`src/rtl/sample_scoreboard.sv`:
```
// sample_scoreboard: in-order checker between a reference stream and a
// measured stream that may arrive with different latencies. Reference samples
// wait in a small FIFO; each measured sample is compared against the oldest
// buffered reference (or against ref_data directly when the FIFO is empty and
// both arrive together). Compare results, counters and the verdict are
// registered one cycle after the measured sample.
//
// Handshake: the reference side is valid/ready. A sample transfers when
// ref_valid & ref_ready at a rising edge; ref_valid while ref_ready is low is
// not stalled but dropped and flagged (overflow). The measured side has no
// back-pressure: every meas_valid cycle is consumed.
module sample_scoreboard #(
  parameter int DATAWIDTH = 16,
  parameter int DEPTH     = 16,
  parameter int CNTWIDTH  = 16
) (
  input  logic                 clk,
  input  logic                 rst,
  input  logic                 clear,
  input  logic [DATAWIDTH-1:0] ref_data,
  input  logic                 ref_valid,
  output logic                 ref_ready,
  input  logic [DATAWIDTH-1:0] meas_data,
  input  logic                 meas_valid,
  output logic                 mismatch,
  output logic [CNTWIDTH-1:0]  err_count,
  output logic [CNTWIDTH-1:0]  match_count,
  output logic [DATAWIDTH-1:0] first_err_ref,
  output logic [DATAWIDTH-1:0] first_err_meas,
  output logic [CNTWIDTH-1:0]  first_err_index,
  output logic                 overflow,
  output logic                 underflow,
  output logic                 pass
);

  // Index bits plus one wrap bit so full and empty can be told apart.
  localparam int AW = $clog2(DEPTH);
  localparam int PW = AW + 1;

  typedef enum logic [1:0] {
    ST_IDLE    = 2'd0,
    ST_PASSING = 2'd1,
    ST_FAILED  = 2'd2
  } state_t;

  state_t               state_q, state_d;
  logic [PW-1:0]        wr_ptr_q, wr_ptr_d;
  logic [PW-1:0]        rd_ptr_q, rd_ptr_d;
  logic [DATAWIDTH-1:0] mem_q [DEPTH];

  logic                 mismatch_q, mismatch_d;
  logic [CNTWIDTH-1:0]  err_count_q, err_count_d;
  logic [CNTWIDTH-1:0]  match_count_q, match_count_d;
  logic [CNTWIDTH-1:0]  cmp_idx_q, cmp_idx_d;
  logic [DATAWIDTH-1:0] fe_ref_q, fe_ref_d;
  logic [DATAWIDTH-1:0] fe_meas_q, fe_meas_d;
  logic [CNTWIDTH-1:0]  fe_idx_q, fe_idx_d;
  logic                 overflow_q, overflow_d;
  logic                 underflow_q, underflow_d;

  logic                 fifo_empty;
  logic                 fifo_full;
  logic                 push;
  logic                 pop;
  logic                 bypass;
  logic                 do_cmp;
  logic                 cmp_fail;
  logic                 ovf_evt;
  logic                 unf_evt;
  logic                 fail_evt;
  logic [DATAWIDTH-1:0] cmp_ref;

  // FIFO status, handshake and per-cycle events; clear masks every event.
  always_comb begin
    fifo_empty = (wr_ptr_q == rd_ptr_q);
    fifo_full  = (wr_ptr_q[AW] != rd_ptr_q[AW]) &&
                 (wr_ptr_q[AW-1:0] == rd_ptr_q[AW-1:0]);
    // A pop in the same cycle frees the slot the push lands in.
    ref_ready  = !fifo_full | meas_valid;
    bypass     = !clear & meas_valid & fifo_empty & ref_valid;
    pop        = !clear & meas_valid & !fifo_empty;
    push       = !clear & ref_valid & ref_ready & !bypass;
    ovf_evt    = !clear & ref_valid & !ref_ready;
    unf_evt    = !clear & meas_valid & fifo_empty & !ref_valid;
    do_cmp     = pop | bypass;
    cmp_ref    = fifo_empty ? ref_data : mem_q[rd_ptr_q[AW-1:0]];
    cmp_fail   = do_cmp & (cmp_ref != meas_data);
    fail_evt   = cmp_fail | ovf_evt | unf_evt;
  end

  // Next value of pointers, counters, capture registers and sticky flags.
  always_comb begin
    wr_ptr_d      = wr_ptr_q;
    rd_ptr_d      = rd_ptr_q;
    mismatch_d    = 1'b0;
    err_count_d   = err_count_q;
    match_count_d = match_count_q;
    cmp_idx_d     = cmp_idx_q;
    fe_ref_d      = fe_ref_q;
    fe_meas_d     = fe_meas_q;
    fe_idx_d      = fe_idx_q;
    overflow_d    = overflow_q;
    underflow_d   = underflow_q;
    if (clear) begin
      wr_ptr_d      = '0;
      rd_ptr_d      = '0;
      err_count_d   = '0;
      match_count_d = '0;
      cmp_idx_d     = '0;
      fe_ref_d      = '0;
      fe_meas_d     = '0;
      fe_idx_d      = '0;
      overflow_d    = 1'b0;
      underflow_d   = 1'b0;
    end else begin
      if (push) wr_ptr_d = wr_ptr_q + PW'(1);
      if (pop)  rd_ptr_d = rd_ptr_q + PW'(1);
      mismatch_d = cmp_fail;
      if (do_cmp) begin
        if (cmp_idx_q != '1) cmp_idx_d = cmp_idx_q + CNTWIDTH'(1);
        if (cmp_fail) begin
          if (err_count_q != '1) err_count_d = err_count_q + CNTWIDTH'(1);
          // err_count saturates and never returns to zero, so zero means
          // no failure has been recorded since reset/clear.
          if (err_count_q == '0) begin
            fe_ref_d  = cmp_ref;
            fe_meas_d = meas_data;
            fe_idx_d  = cmp_idx_q;
          end
        end else if (match_count_q != '1) begin
          match_count_d = match_count_q + CNTWIDTH'(1);
        end
      end
      if (ovf_evt) overflow_d  = 1'b1;
      if (unf_evt) underflow_d = 1'b1;
    end
  end

  // Verdict FSM next state; FAILED is absorbing until reset or clear.
  always_comb begin
    state_d = state_q;
    if (clear) begin
      state_d = ST_IDLE;
    end else begin
      case (state_q)
        ST_IDLE: begin
          if (fail_evt)    state_d = ST_FAILED;
          else if (do_cmp) state_d = ST_PASSING;
        end
        ST_PASSING: begin
          if (fail_evt) state_d = ST_FAILED;
        end
        ST_FAILED: state_d = ST_FAILED;
        default:   state_d = ST_FAILED;
      endcase
    end
  end

  // Control and status registers with asynchronous active-low reset.
  always_ff @(posedge clk or negedge rst) begin
    if (!rst) begin
      state_q       <= ST_IDLE;
      wr_ptr_q      <= '0;
      rd_ptr_q      <= '0;
      mismatch_q    <= 1'b0;
      err_count_q   <= '0;
      match_count_q <= '0;
      cmp_idx_q     <= '0;
      fe_ref_q      <= '0;
      fe_meas_q     <= '0;
      fe_idx_q      <= '0;
      overflow_q    <= 1'b0;
      underflow_q   <= 1'b0;
    end else begin
      state_q       <= state_d;
      wr_ptr_q      <= wr_ptr_d;
      rd_ptr_q      <= rd_ptr_d;
      mismatch_q    <= mismatch_d;
      err_count_q   <= err_count_d;
      match_count_q <= match_count_d;
      cmp_idx_q     <= cmp_idx_d;
      fe_ref_q      <= fe_ref_d;
      fe_meas_q     <= fe_meas_d;
      fe_idx_q      <= fe_idx_d;
      overflow_q    <= overflow_d;
      underflow_q   <= underflow_d;
    end
  end

  // Reference storage; contents need no reset since the pointers gate reads.
  always_ff @(posedge clk) begin
    if (push) mem_q[wr_ptr_q[AW-1:0]] <= ref_data;
  end

  assign mismatch        = mismatch_q;
  assign err_count       = err_count_q;
  assign match_count     = match_count_q;
  assign first_err_ref   = fe_ref_q;
  assign first_err_meas  = fe_meas_q;
  assign first_err_index = fe_idx_q;
  assign overflow        = overflow_q;
  assign underflow       = underflow_q;
  assign pass            = (state_q == ST_PASSING);

endmodule
```
`config.mk`:
```
export PLATFORM = sky130hd
export DESIGN_NAME = sample_scoreboard
export DESIGN_NICKNAME = d
export VERILOG_FILES = /design/src/rtl/sample_scoreboard.sv
export SDC_FILE = /design/constraint.sdc
export NUM_CORES = 1
export LEC_CHECK = 0
export CAP_MARGIN = 20
export CELL_PAD_IN_SITES_DETAIL_PLACEMENT = 1
export CELL_PAD_IN_SITES_GLOBAL_PLACEMENT = 2
export CORE_MARGIN = 2
export CORE_UTILIZATION = 45
export DETAILED_ROUTE_END_ITERATION = 8
export PLACE_DENSITY = 0.88
export SYNTH_ARGS = -nofsm -noshare
export SYNTH_HDL_FRONTEND = slang
export SYNTH_SLANG_ARGS = --single-unit
```
`constraint.sdc`:
```
create_clock -name clk -period 10.8 [get_ports clk]
set_input_delay 2.16 -clock clk [delete_from_list [all_inputs] [get_ports clk]]
set_output_delay 2.16 -clock clk [all_outputs]
set_load 0.01 [all_outputs]
```
==> results_dict.tcl <==
set metrics [dict create \
    outcome "finished, final reports clean" \
    worstRegToRegCells 10 \
    cp.required_ps 8640 \
    min_period_over_period_pct 53.8 \
    nFillCells 3429 \
    setup_violations 0 \
    clkTransAtPathRegs_ps 60 \
    clock_latency_ps 550 \
    drt_iter0_drc 586 \
    antenna_found_initial 0 \
    worst-path-max-fanout 6 \
    final_cell_mix "edfxtp_1, nand2_1, clkdlybuf4s50_1" \
    final_layout_size_suffix_gt1_share_pct 14.0 \
    dp_slack_ps 5010 \
    die_h_microns 192 \
    layout_min_cycle_time_ps 5810 \
    wl_microns 41700 \
    worst_slack_ps 4990 \
    worstSetupPathType "in -> out" \
    layout_commonest_cell "edfxtp_1" \
    hold_buffers 0 \
    netlist_area_sq_mm 0.0160 \
    syn_avg_cell_area_sq_um 14.2 \
    place.gp.congestion 0.792 \
    synth.distinct_cells 65 \
    grt_usage_pct 23.0 \
    vias 10065 \
    initial_core_util_pct 45.9 \
    endpoint_kind "output port" \
    drv_slew 0 \
    hold_path_class "reg -> reg" \
    rr_startpoint "rd_ptr_q[0]$_DFFE_PN0P_" \
    r2r_slack_ps 5730 \
    startpoint "meas_valid" \
    io_buffers 121 \
    route.detailed.drc 0 \
    cts.repair.resized 0 \
    grt_overflow 0 \
    cts_tree "built" \
    grt_pass1_vias 10623 \
    finalHoldViolations 0 \
    max-cap-violations 0 \
    cellLeakagePower_uw 0.00666 \
    hpwlAfterDp_microns 26900 \
    drt_first_pass_iters 5 \
    async_flop_share_pct 30.2 \
    critPathLaunchType "input port" \
    ys.flop_type "edfxtp_1" \
    synth-edff-count 256 \
    synthCells 1124 \
    pin_count 122 \
    worst_pin_slew_ps 940 \
    diodes 0 \
    skew_ps 34.7 \
    cts-root-buf "clkbuf_16" \
    cts_num_sinks 367 \
    htree_num_levels 2 \
    rr_endpoint "match_count[10]$_DFFE_PN0P_" \
    die_w_microns 192 \
    grt_max_degree 70 \
    syn_nets 1170 \
    p_per_area_mw_per_mm2 199 \
    ys_seq_elements 367 \
    finalSetupTns_ps 0 \
    maxSlewHeadroom_pct 37.1 \
    cts_buffers 40 \
    placed_area_sq_mm 0.0177 \
    ant_nets 0 \
    cts.path.max_buffers 3 \
    nets 1310 \
    core_sq_mm 0.0347 \
    rows 68 \
    routed_via_density 5.75 \
    fmax_mhz 172 \
    wl_per_cell_microns 23.8 \
    ir_drop_mv 0.130 \
    crit_arrival_ps 3650 \
    finish.utilization_pct 54.8 \
    yosys_warnings 0 \
    stdcell_area_sq_mm 0.0190 \
    die-area_sq_mm 0.0370 \
    rsz0062_at_grt "false" \
    syn_to_final_growth_pct 19.3 \
    grt_pass1_wl_microns 63500 \
    postCtsSetupBuffers 0 \
    ys_seq_area_share_pct 65.6 \
    crit_end "ref_ready" \
]
[layout make-up]
type / count / area, sq um / share of cell area, %
well taps: 455 / 569 / 2.99
clock inverters: 20 / 249 / 1.31
repair buffers: 160 / 1500 / 7.86
flip-flops and latches: 367 / 10500 / 55.0
inverters: 14 / 52.6 / 0.276
multi-input cells: 681 / 5110 / 26.9
clock buffers: 54 / 1080 / 5.69
[where the power goes]
group	switching, uW	internal (uW)	leakage (uW)
Clock	562	810	0.000648
Combinational	416	350	0.00218
Sequential	78.5	1570	0.00383
[synth_stat cells, types with 7 or more instances]
cell	n	share of area (%)
or3_1	19	0.75
o21ai_0	52	1.6
edfxtp_1	256	48
nand4_1	22	0.86
dfrtp_1	111	17
xor2_1	25	1.4
o211ai_1	11	0.52
xnor2_1	42	2.3
o22ai_1	7	0.27
ha_1	9	0.71
nor2b_1	8	0.31
nand3_1	26	0.82
nand2b_1	8	0.31
mux4_2	42	5.9
a21oi_1	21	0.66
buf_2	13	0.41
nor3_1	14	0.44
nor2_1	78	1.8
mux2_2	22	1.6
clkbuf_1	34	0.80
a211oi_1	7	0.33
buf_6	8	0.56
mux2i_1	65	4.1
and3_1	9	0.35
nand2_1	122	2.9
inv_1	13	0.31
[critical path: stages]
cell	delay, ps
clkdlybuf4s50_1	490
or3_1	480
clkdlybuf4s50_1	520
[worst min-delay path by stage]
stage	start	to	slack [ps]	depth (start not counted)
floorplan	state_q[0]$_DFFE_PN0P_	state_q[0]$_DFFE_PN0P_	490	1
global placement	overflow$_DFFE_PN0P_	overflow$_DFFE_PN0P_	480	2
finish	overflow$_DFFE_PN0P_	overflow$_DFFE_PN0P_	520	2
detailed placement	overflow$_DFFE_PN0P_	overflow$_DFFE_PN0P_	510	2
global route	overflow$_DFFE_PN0P_	overflow$_DFFE_PN0P_	540	2
CTS	underflow$_DFFE_PN0P_	underflow$_DFFE_PN0P_	520	2
[per-layer routing]
metal | global-route usage (%) | part of all wire, % | vias to the layer above
met1 | 30.9 | 43 | 5167
li1 | - | - | 4489
met4 | 6.99 | 2.6 | 0
met5 | 0 | 0 | -
met3 | 3.69 | 6.4 | 75
met2 | 38.8 | 48 | 334
[state kept, by name (all words and copies together), names as in the netlist]
name and count:
cmp_idx_q 16, err_count 16, first_err_index 16, first_err_meas 16, first_err_ref 16, match_count 16
mem_q 256, mismatch 1, overflow 1, rd_ptr_q 5, state_q 2, underflow 1
wr_ptr_q 5
[per-stage QoR]
step,cells,total power (uW),hold WS (ps)
finish,1751,3790,519
global route,1751,3950,543
floorplan,1124,2180,488
global placement,1677,2420,478
CTS,1751,3820,525
detailed placement,1677,2440,510
[logic make-up (layout without fill, tap and decap cells)]
kind of cell               Yosys count  count (layout)  share of synthesized area [%]
and+or+nand+nor                    332             332                           9.84
AOI/OAI and AO/OA                  139             139                           5.77
adders and majority gates            9               9                          0.706
DFF                                367             367                           65.6
xor gates and xnor gates            67              67                           3.68
buffers and inverters               76             248                           2.49
muxes                              134             134                           11.9
Note: power is estimated with default switching activity, not from simulation.
